--- src/rtl/y86_pkg.sv ---
// Shared Y86-64 constants for the write-back stage: instruction codes, register IDs,
// status codes and status FSM states.
package y86_pkg;

    localparam logic [3:0] I_HALT   = 4'h0;
    localparam logic [3:0] I_NOP    = 4'h1;
    localparam logic [3:0] I_RRMOVQ = 4'h2;
    localparam logic [3:0] I_IRMOVQ = 4'h3;
    localparam logic [3:0] I_RMMOVQ = 4'h4;
    localparam logic [3:0] I_MRMOVQ = 4'h5;
    localparam logic [3:0] I_OPQ    = 4'h6;
    localparam logic [3:0] I_JXX    = 4'h7;
    localparam logic [3:0] I_CALL   = 4'h8;
    localparam logic [3:0] I_RET    = 4'h9;
    localparam logic [3:0] I_PUSHQ  = 4'hA;
    localparam logic [3:0] I_POPQ   = 4'hB;

    localparam int REG_RSP  = 4;
    localparam int REG_NONE = 15;

    localparam logic [2:0] STAT_AOK = 3'd1;
    localparam logic [2:0] STAT_HLT = 3'd2;
    localparam logic [2:0] STAT_ADR = 3'd3;
    localparam logic [2:0] STAT_INS = 3'd4;

    localparam logic [0:0] ST_RUN  = 1'b0;
    localparam logic [0:0] ST_HALT = 1'b1;

endpackage

--- src/rtl/y86_wb_dst_sel.sv ---
// Combinational destination selection for the W stage: maps icode/rA/rB/cnd to the
// E-port and M-port register IDs (REG_NONE means no write).
module y86_wb_dst_sel
    import y86_pkg::*;
#(
    parameter int W_REG = 4
) (
    input  logic [3:0]       i_icode,
    input  logic [W_REG-1:0] i_ra,
    input  logic [W_REG-1:0] i_rb,
    input  logic             i_cnd,
    output logic [W_REG-1:0] o_dst_e,
    output logic [W_REG-1:0] o_dst_m
);

    localparam logic [W_REG-1:0] W_NONE = W_REG'(REG_NONE);
    localparam logic [W_REG-1:0] W_RSP  = W_REG'(REG_RSP);

    always_comb begin
        // NOTE: every output gets a default before the case so no path leaves it unassigned (no latch).
        o_dst_e = W_NONE;
        o_dst_m = W_NONE;
        case (i_icode)
            I_RRMOVQ:                       if (i_cnd) o_dst_e = i_rb;
            I_IRMOVQ, I_OPQ:                o_dst_e = i_rb;
            I_CALL, I_RET, I_PUSHQ, I_POPQ: o_dst_e = W_RSP;
            default:                        ;
        endcase
        if (i_icode == I_MRMOVQ || i_icode == I_POPQ)
            o_dst_m = i_ra;
    end

endmodule

--- src/rtl/y86_writeback_stage.sv ---
// Y86-64 write-back stage: W pipeline register, register-file write strobes and the
// RUN/HALT status FSM. Optional retire counter enabled by defining WB_RETIRE_CNT_EN.
module y86_writeback_stage
    import y86_pkg::*;
#(
    parameter int W_DATA = 64,
    parameter int W_REG  = 4
) (
    input  logic              clk,
    input  logic              rst,
    input  logic              i_in_valid,
    input  logic              i_stall,
    input  logic              i_bubble,
    input  logic [3:0]        i_icode,
    input  logic [3:0]        i_ifun,
    input  logic              i_cnd,
    input  logic [W_REG-1:0]  i_ra,
    input  logic [W_REG-1:0]  i_rb,
    input  logic [W_DATA-1:0] i_vale,
    input  logic [W_DATA-1:0] i_valm,
    input  logic [2:0]        i_stat_in,
    output logic              o_we_e,
    output logic [W_REG-1:0]  o_dst_e,
    output logic [W_DATA-1:0] o_wval_e,
    output logic              o_we_m,
    output logic [W_REG-1:0]  o_dst_m,
    output logic [W_DATA-1:0] o_wval_m,
    output logic [2:0]        o_stat,
    output logic              o_halted
`ifdef WB_RETIRE_CNT_EN
    ,
    output logic [63:0]       o_retired
`endif
);

    localparam logic [W_REG-1:0] W_NONE = W_REG'(REG_NONE);

    logic              r_valid;
    logic              r_fresh;
    logic [3:0]        r_icode;
    logic              r_cnd;
    logic [W_REG-1:0]  r_ra;
    logic [W_REG-1:0]  r_rb;
    logic [W_DATA-1:0] r_vale;
    logic [W_DATA-1:0] r_valm;
    logic [2:0]        r_stat;
    logic [0:0]        r_state;

    logic              w_halted;
    logic              w_fault;
    logic              w_hold;
    logic              w_live;
    logic [W_REG-1:0]  w_dst_e;
    logic [W_REG-1:0]  w_dst_m;
    logic              w_unused_ifun;

    // ifun plays no part in destination selection.
    assign w_unused_ifun = ^i_ifun;

    assign w_halted = (r_state == ST_HALT);
    assign w_fault  = r_valid && (r_stat != STAT_AOK);
    // A faulting instruction stays in W so its status remains visible after the halt.
    assign w_hold   = w_halted || w_fault || i_stall;

    always_ff @(posedge clk) begin
        if (rst) begin
            r_valid <= 1'b0;
            r_fresh <= 1'b0;
            r_icode <= I_NOP;
            r_cnd   <= 1'b0;
            r_ra    <= W_NONE;
            r_rb    <= W_NONE;
            r_vale  <= '0;
            r_valm  <= '0;
            r_stat  <= STAT_AOK;
            r_state <= ST_RUN;
        end else begin
            // NOTE: non-blocking assignments; the later r_fresh write on a load overrides this default.
            r_fresh <= 1'b0;
            if (w_fault)
                r_state <= ST_HALT;
            if (!w_hold) begin
                if (i_bubble || !i_in_valid) begin
                    r_valid <= 1'b0;
                    r_icode <= I_NOP;
                    r_cnd   <= 1'b0;
                    r_ra    <= W_NONE;
                    r_rb    <= W_NONE;
                    r_vale  <= '0;
                    r_valm  <= '0;
                    r_stat  <= STAT_AOK;
                end else begin
                    r_valid <= 1'b1;
                    r_fresh <= 1'b1;
                    r_icode <= i_icode;
                    r_cnd   <= i_cnd;
                    r_ra    <= i_ra;
                    r_rb    <= i_rb;
                    r_vale  <= i_vale;
                    r_valm  <= i_valm;
                    r_stat  <= i_stat_in;
                end
            end
        end
    end

    y86_wb_dst_sel #(.W_REG(W_REG)) u_dst_sel (
        .i_icode (r_icode),
        .i_ra    (r_ra),
        .i_rb    (r_rb),
        .i_cnd   (r_cnd),
        .o_dst_e (w_dst_e),
        .o_dst_m (w_dst_m)
    );

    assign w_live   = r_valid && r_fresh && (r_stat == STAT_AOK) && !w_halted;
    // popq %rsp: the memory result wins, so the E port stays quiet.
    assign o_we_e   = w_live && (w_dst_e != W_NONE) && (w_dst_e != w_dst_m);
    assign o_we_m   = w_live && (w_dst_m != W_NONE);
    assign o_dst_e  = w_dst_e;
    assign o_dst_m  = w_dst_m;
    assign o_wval_e = r_vale;
    assign o_wval_m = r_valm;
    assign o_stat   = r_valid ? r_stat : STAT_AOK;
    assign o_halted = w_halted;

`ifdef WB_RETIRE_CNT_EN
    logic [63:0] r_retired;

    always_ff @(posedge clk) begin
        if (rst)
            r_retired <= '0;
        else if (w_live)
            r_retired <= r_retired + 64'd1;
    end

    assign o_retired = r_retired;
`endif

endmodule
--- config.mk ---
export PLATFORM = sky130hd
export DESIGN_NAME = y86_writeback_stage
export DESIGN_NICKNAME = d
export VERILOG_FILES = /design/src/rtl/y86_pkg.sv /design/src/rtl/y86_wb_dst_sel.sv /design/src/rtl/y86_writeback_stage.sv
export SDC_FILE = /design/constraint.sdc
export NUM_CORES = 1
export LEC_CHECK = 0
export BUFFER_PORTS_ARGS = -buffer_cell sky130_fd_sc_hd__buf_4
export CELL_PAD_IN_SITES_DETAIL_PLACEMENT = 1
export CELL_PAD_IN_SITES_GLOBAL_PLACEMENT = 1
export CORE_MARGIN = 3
export CORE_UTILIZATION = 31
export DETAILED_ROUTE_END_ITERATION = 12
export PLACE_DENSITY = 0.84
export SYNTH_ARGS = -nofsm -noshare
export SYNTH_HDL_FRONTEND = slang
export SYNTH_SLANG_ARGS = --single-unit
export TNS_END_PERCENT = 50
--- constraint.sdc ---
create_clock -name clk -period 2.22 [get_ports clk]
set_clock_uncertainty 0.05 [all_clocks]
set_input_delay 0.333 -clock clk [delete_from_list [all_inputs] [get_ports clk]]
set_output_delay 0.333 -clock clk [all_outputs]
set_load 0.03 [all_outputs]
== Yosys cells after proc, flatten, opt, wreduce, memory -nomap -nowiden ==
Index checks and enable logic that the tools add are counted.
Cells by class
  equality and inequality tests: 13
  multiplexer cells: 12
  reductions and logical operators: 16
Operators with widths (number)
  $mux 64: 2
  $mux 4: 5
  $eq 4x4->1 const B: 4
  $pmux 4 s3: 1
  $eq 4x2->1 const B: 2
  $eq 4x3->1 const B: 2
  $ne 4x4->1 const B: 2
  $logic_and 1x1->1: 7
  $mux 3: 2
  $logic_or 1x1->1: 4
  $ne 4x4->1: 1
  $reduce_or 2->1: 2
  $reduce_or 4->1: 1
  $eq 3x1->1 const B: 1
  $ne 3x1->1 const B: 1
  $logic_not 1->1: 2
  $mux 1: 2
Word-level totals
  register bits: 147
  bits of input ports: 153
  logic and storage cells: 51

== Longest topological paths before layout ==
  depth after elaboration: 6
  gate-level depth with buffers: 8

== Modules after synthesis ==
Synthesis repeated with hierarchy kept, for this count alone.
Unflattened totals
  cells, all modules: 697
  area total of the unflattened synthesis: 6110.9 µm²
By module, submodules not included
  y86_writeback_stage: instances 1, cells an instance 675, area an instance 5970.7 µm²
  y86_wb_dst_sel: instances 1, cells an instance 22, area an instance 140.1 µm²

== Least setup slack after synthesis ==
No wires, ideal clock.
  kind: register -> output
  start: register r_icode[0]
  end: output o_we_e
  arrival: 2.180 ns
  data required time: 1.837 ns
  path slack: -0.343 ns
  stages on the path, launching flop included: 7
  path buffers: 1
  path through: dfxtp_1 -> clkbuf_1 -> o31ai_1 -> nor2_1 -> o21ai_0 -> o21ai_0 -> o31a_1
On the way
  word-level cells in the longest chain between the ends: 6
  elaborated cells between the ends (all ways): 17
  classes of those cells: eq/ne (10); mux (2); reduce/logical (5)
RTL lines
  start, declared: line y86_writeback_stage.sv:40  | logic [3:0] r_icode;
  start signal, assigned: line y86_writeback_stage.sv:95  | r_icode <= i_icode;
  $eq 4x4->1 (tied with other cells): line y86_wb_dst_sel.sv:23  | case (i_icode)
  $reduce_or 4->1 or $reduce_or 2->1 (tied branches): line y86_wb_dst_sel.sv:23
  $pmux 4 s3 *: line y86_wb_dst_sel.sv:23
  via o_dst_e[3]: line y86_writeback_stage.sv:23  | output logic [W_REG-1:0] o_dst_e,
  $ne 4x4->1: line y86_writeback_stage.sv:118  | assign o_we_e = w_live && (w_dst_e != W_NONE) && (w_dst_e != w_dst_m);
  $logic_and 1x1->1: line y86_writeback_stage.sv:118
  $logic_and 1x1->1 *: line y86_writeback_stage.sv:118
  end, declared: line y86_writeback_stage.sv:22  | output logic o_we_e,
Mark *: on every way through the listed nets, which the timed path passes. The rest lies on a longest branch.

== Final worst setup path ==
  start: register r_icode[2]
  end: output o_we_e
On the way
  word-level cells in the longest chain between the ends: 6
  elaborated cells between the ends (all ways): 17
  classes of those cells: eq/ne (10); mux (2); reduce/logical (5)
RTL lines (line)
  $eq 4x4->1 (tied with other cells): y86_wb_dst_sel.sv:23
  $reduce_or 4->1 or $reduce_or 2->1 (tied branches): y86_wb_dst_sel.sv:23
  $pmux 4 s3: y86_wb_dst_sel.sv:23
  $ne 4x4->1: y86_writeback_stage.sv:118
  $logic_and 1x1->1: y86_writeback_stage.sv:118
  $logic_and 1x1->1 *: y86_writeback_stage.sv:118
Every way passes the cells marked *; elsewhere a longest branch is shown, timed or not.

==> impl_metrics.csv <==
group,metric,value,unit
route,routed_wl,17000,um
synth,yosysTopAreaCellShare,61.8,%
route,wl_per_cell,19.5,um
worst_setup_path,slowest_delay,370,ps
die,start_util,32.3,%
cells_and_area,drive_gt1_share,52.8,%
synth,syn-num-nets,540,
place,port_buffers,290,
run,drv_cap,0,
die,die_area,16900,sq um
worst_setup_path,r2r_start,"r_stat[0]",
timing,slew_headroom,59.8,%
place,dp_hpwl,11900,um
synth,synth_edf_count,0,
clocking,clk_pin_slew_worst_paths,60,ps
clocking,clock_path_buffers,2,
die,core-area,14800,sq um
timing,layout_setup_ws,-194,ps
synth,synthArstFlopShare,0,%
clocking,cts_buffers,17,
timing,hold_viol_final,0,
synth,synth_seq_area_share,61.8,%
synth,synth_seq_cells,147,
worst_setup_path,cp_max_fo,6,
synth,syn-cell-area,4760,sq um
worst_setup_path,cp_slowest_cell,"dfxtp_4",
grt,grt_start_max_net_pins,79,
place,dpl_cell_area,7080,sq um
synth,syn_inst,387,
synth,synthMostInstantiatedCell,"dfxtp_1",
worst_setup_path,path_cells,"and2_4, nor4b_2, o2bb2ai_2, a221oi_2, o31a_1, buf_6",
worst_setup_path,worst_r2r_path_depth,7,
die,std_cell_rows,44,
place,place_congestion,0.882,
timing,rsz0062_at_grt,"true",
timing,max_freq,414,MHz
clocking,cts_tree,"yes",
synth,synthFlopType,"dfxtp_1",
grt,track_usage,19.7,%
worst_setup_path,criticalPathCategory,"reg -> out",
cells_and_area,area_growth,64.3,%
power_and_ir_drop,ir_drop,0.477,mV
grt,antenna_found_initial,0,
worst_setup_path,cp-end-kind,"output port",
synth,synth_common_cells,"dfxtp_1, a22o_1, buf_2",
place,place_inst,834,
worst_setup_path,required,1840,ps
cells_and_area,final_design_area_no_fill,7820,sq um
worst_setup_path,crit_end,"o_we_e",
synth,ys_types,36,
route,ant_nets,0,
power_and_ir_drop,powerDensity,797,nW/um^2
clocking,cts_hold_buf,0,
timing,fin_crit,2410,ps
worst_setup_path,cp-startpoint,"r_icode[2]",
synth,synth_area_leader_cell,"dfxtp_1",
timing,setup_tns,-328,ps
cells_and_area,fin_cells,868,
grt,grt_overflow_total,0,
die,die_h,130,um
route,viasPerCell,5.10,
clocking,cts_sinks,147,
grt,grt_pass1_wl,26000,um
worst_setup_path,worst_ep_arrival_time,2030,ps
clocking,htree_levels,4,
die,die_w,130,um
clocking,clk_latency,410,ps
route,drc,0,
worst_hold_path,hold_path.class,"in -> reg",
worst_setup_path,cp-start-kind,"register",
status,violations,"negative setup slack",
timing,setup_violations,2,
clocking,clockRootBuffer,"clkbuf_16",
power_and_ir_drop,p_leak,3.61,nW
cells_and_area,n_antenna_cell,0,
status,status,"finished with violations",
route,vias,4423,
timing,tightest_slew,603,ps
route,drtIter0Drc,157,
timing,period_share,109,%
die,ioPinCount,295,
synth,ys_top_cells_by_area,"dfxtp_1, a22o_1, o22a_1, buf_2, buf_6",
route,firstDrtPassIters,5,
grt,grt_pass1_vias,4925,
worst_setup_path,r2r_end,"o_wval_m[25]",
timing,drv_slew,0,
power_and_ir_drop,total_power,0.00623,W
cells_and_area,final_net_count,825,
worst_setup_path,reg2reg_slack,180,ps
synth,synth_area_per_cell,12.3,sq um
synth,ys.warnings.count,0,
## layout make-up
type                            count  area (sq um)
Fill cell                        1580          6940
Sequential cell                   147          2960
Timing Repair Buffer              300          2300
Multi-Input combinational cell    203          1730
Clock buffer                       19           433
Tap cell                          184           230
Clock inverter                     12           155
Inverter                            3          12.5
## worst max-delay path, delay by kind of cell (launching register included)
family,cells,cell delay [ps]
simple gates,2,480
flops,1,370
buf+inv,1,140
compound gates,3,640
## layer usage
metal | global-route usage [%] | vias to the layer above | part of all wire (%)
li1 | - | 2054 | -
met1 | 20.9 | 2135 | 36
met2 | 35.9 | 194 | 54
met3 | 5.98 | 40 | 6.7
met4 | 8.68 | 0 | 3.4
met5 | 0 | - | 0
## report_power, final
| part | leakage [nW] | total, W | internal (W) | switching, W |
|---|---|---|---|---|
| registers | 1.19 | 0.00275 | 0.00270 | 0.0000501 |
| logic | 2.13 | 0.000609 | 0.000315 | 0.000294 |
| clock network | 0.284 | 0.00287 | 0.00177 | 0.00110 |
## placed cells by master (no fill, tap or decap), drive strengths merged, types with 2 or more instances in the layout
cell type / Yosys / routed
a21oi: 3 / 3
a22o: 134 / 134
and2: 3 / 3
buf: 20 / 300
bufinv: 0 / 3
clkbuf: 14 / 19
clkinv: 1 / 6
clkinvlp: 0 / 2
dfxtp: 147 / 147
inv: 2 / 4
nand2: 3 / 3
nand2b: 4 / 4
nor2: 8 / 8
nor3: 2 / 2
nor3b: 3 / 3
o21ai: 11 / 11
o22a: 9 / 9
or2: 5 / 5
## cell families after synthesis
kind of cell | Yosys count | share of synthesized area, %
buffers and inverters | 37 | 4.13
flip-flops | 147 | 61.8
multiplexers | 1 | 0.237
AO/OA/AOI/OAI | 166 | 29.3
AND/OR/NAND/NOR | 36 | 4.44
## flip-flops by register name, indices dropped and copies added, names as in the netlist
name,count
r_valid,1
o_wval_m,64
r_fresh,1
r_stat,3
o_wval_e,64
r_icode,4
r_ra,4
o_halted,1
r_rb,4
r_cnd,1
## what timing repair did
action,CTS,global route
setup buffers,3,0
endpoints found under the hold margin,0,0
resized for setup,30,10
setup endpoints to repair,8,6
pin swaps,4,3
## stage by stage
step / util (%) / worst slack [ps] / hold WS (ps)
after floorplan: - / 55.5 / 355
after global placement: 48.0 / 170 / 406
after detailed placement: 48.0 / 115 / 407
after CTS: 52.7 / -147 / 66.8
after global routing: 53.0 / -258 / 65.0
final: 53.0 / -194 / 85.3
## how the worst min path moves through the flow
stage | startpoint | to | slack [ps] | cells after the start
6_report | i_vale[47] | o_wval_e[47] | 90 | 2
5_1_grt | i_valm[15] | o_wval_m[15] | 60 | 2
2_1_floorplan | rst | o_halted | 360 | 1
3_5_place_dp | o_wval_e[57] | o_wval_e[57] | 410 | 1
4_1_cts | i_valm[15] | o_wval_m[15] | 70 | 2
3_3_place_gp | o_wval_m[23] | o_wval_m[23] | 410 | 1
(Power assumes the default switching activity.)
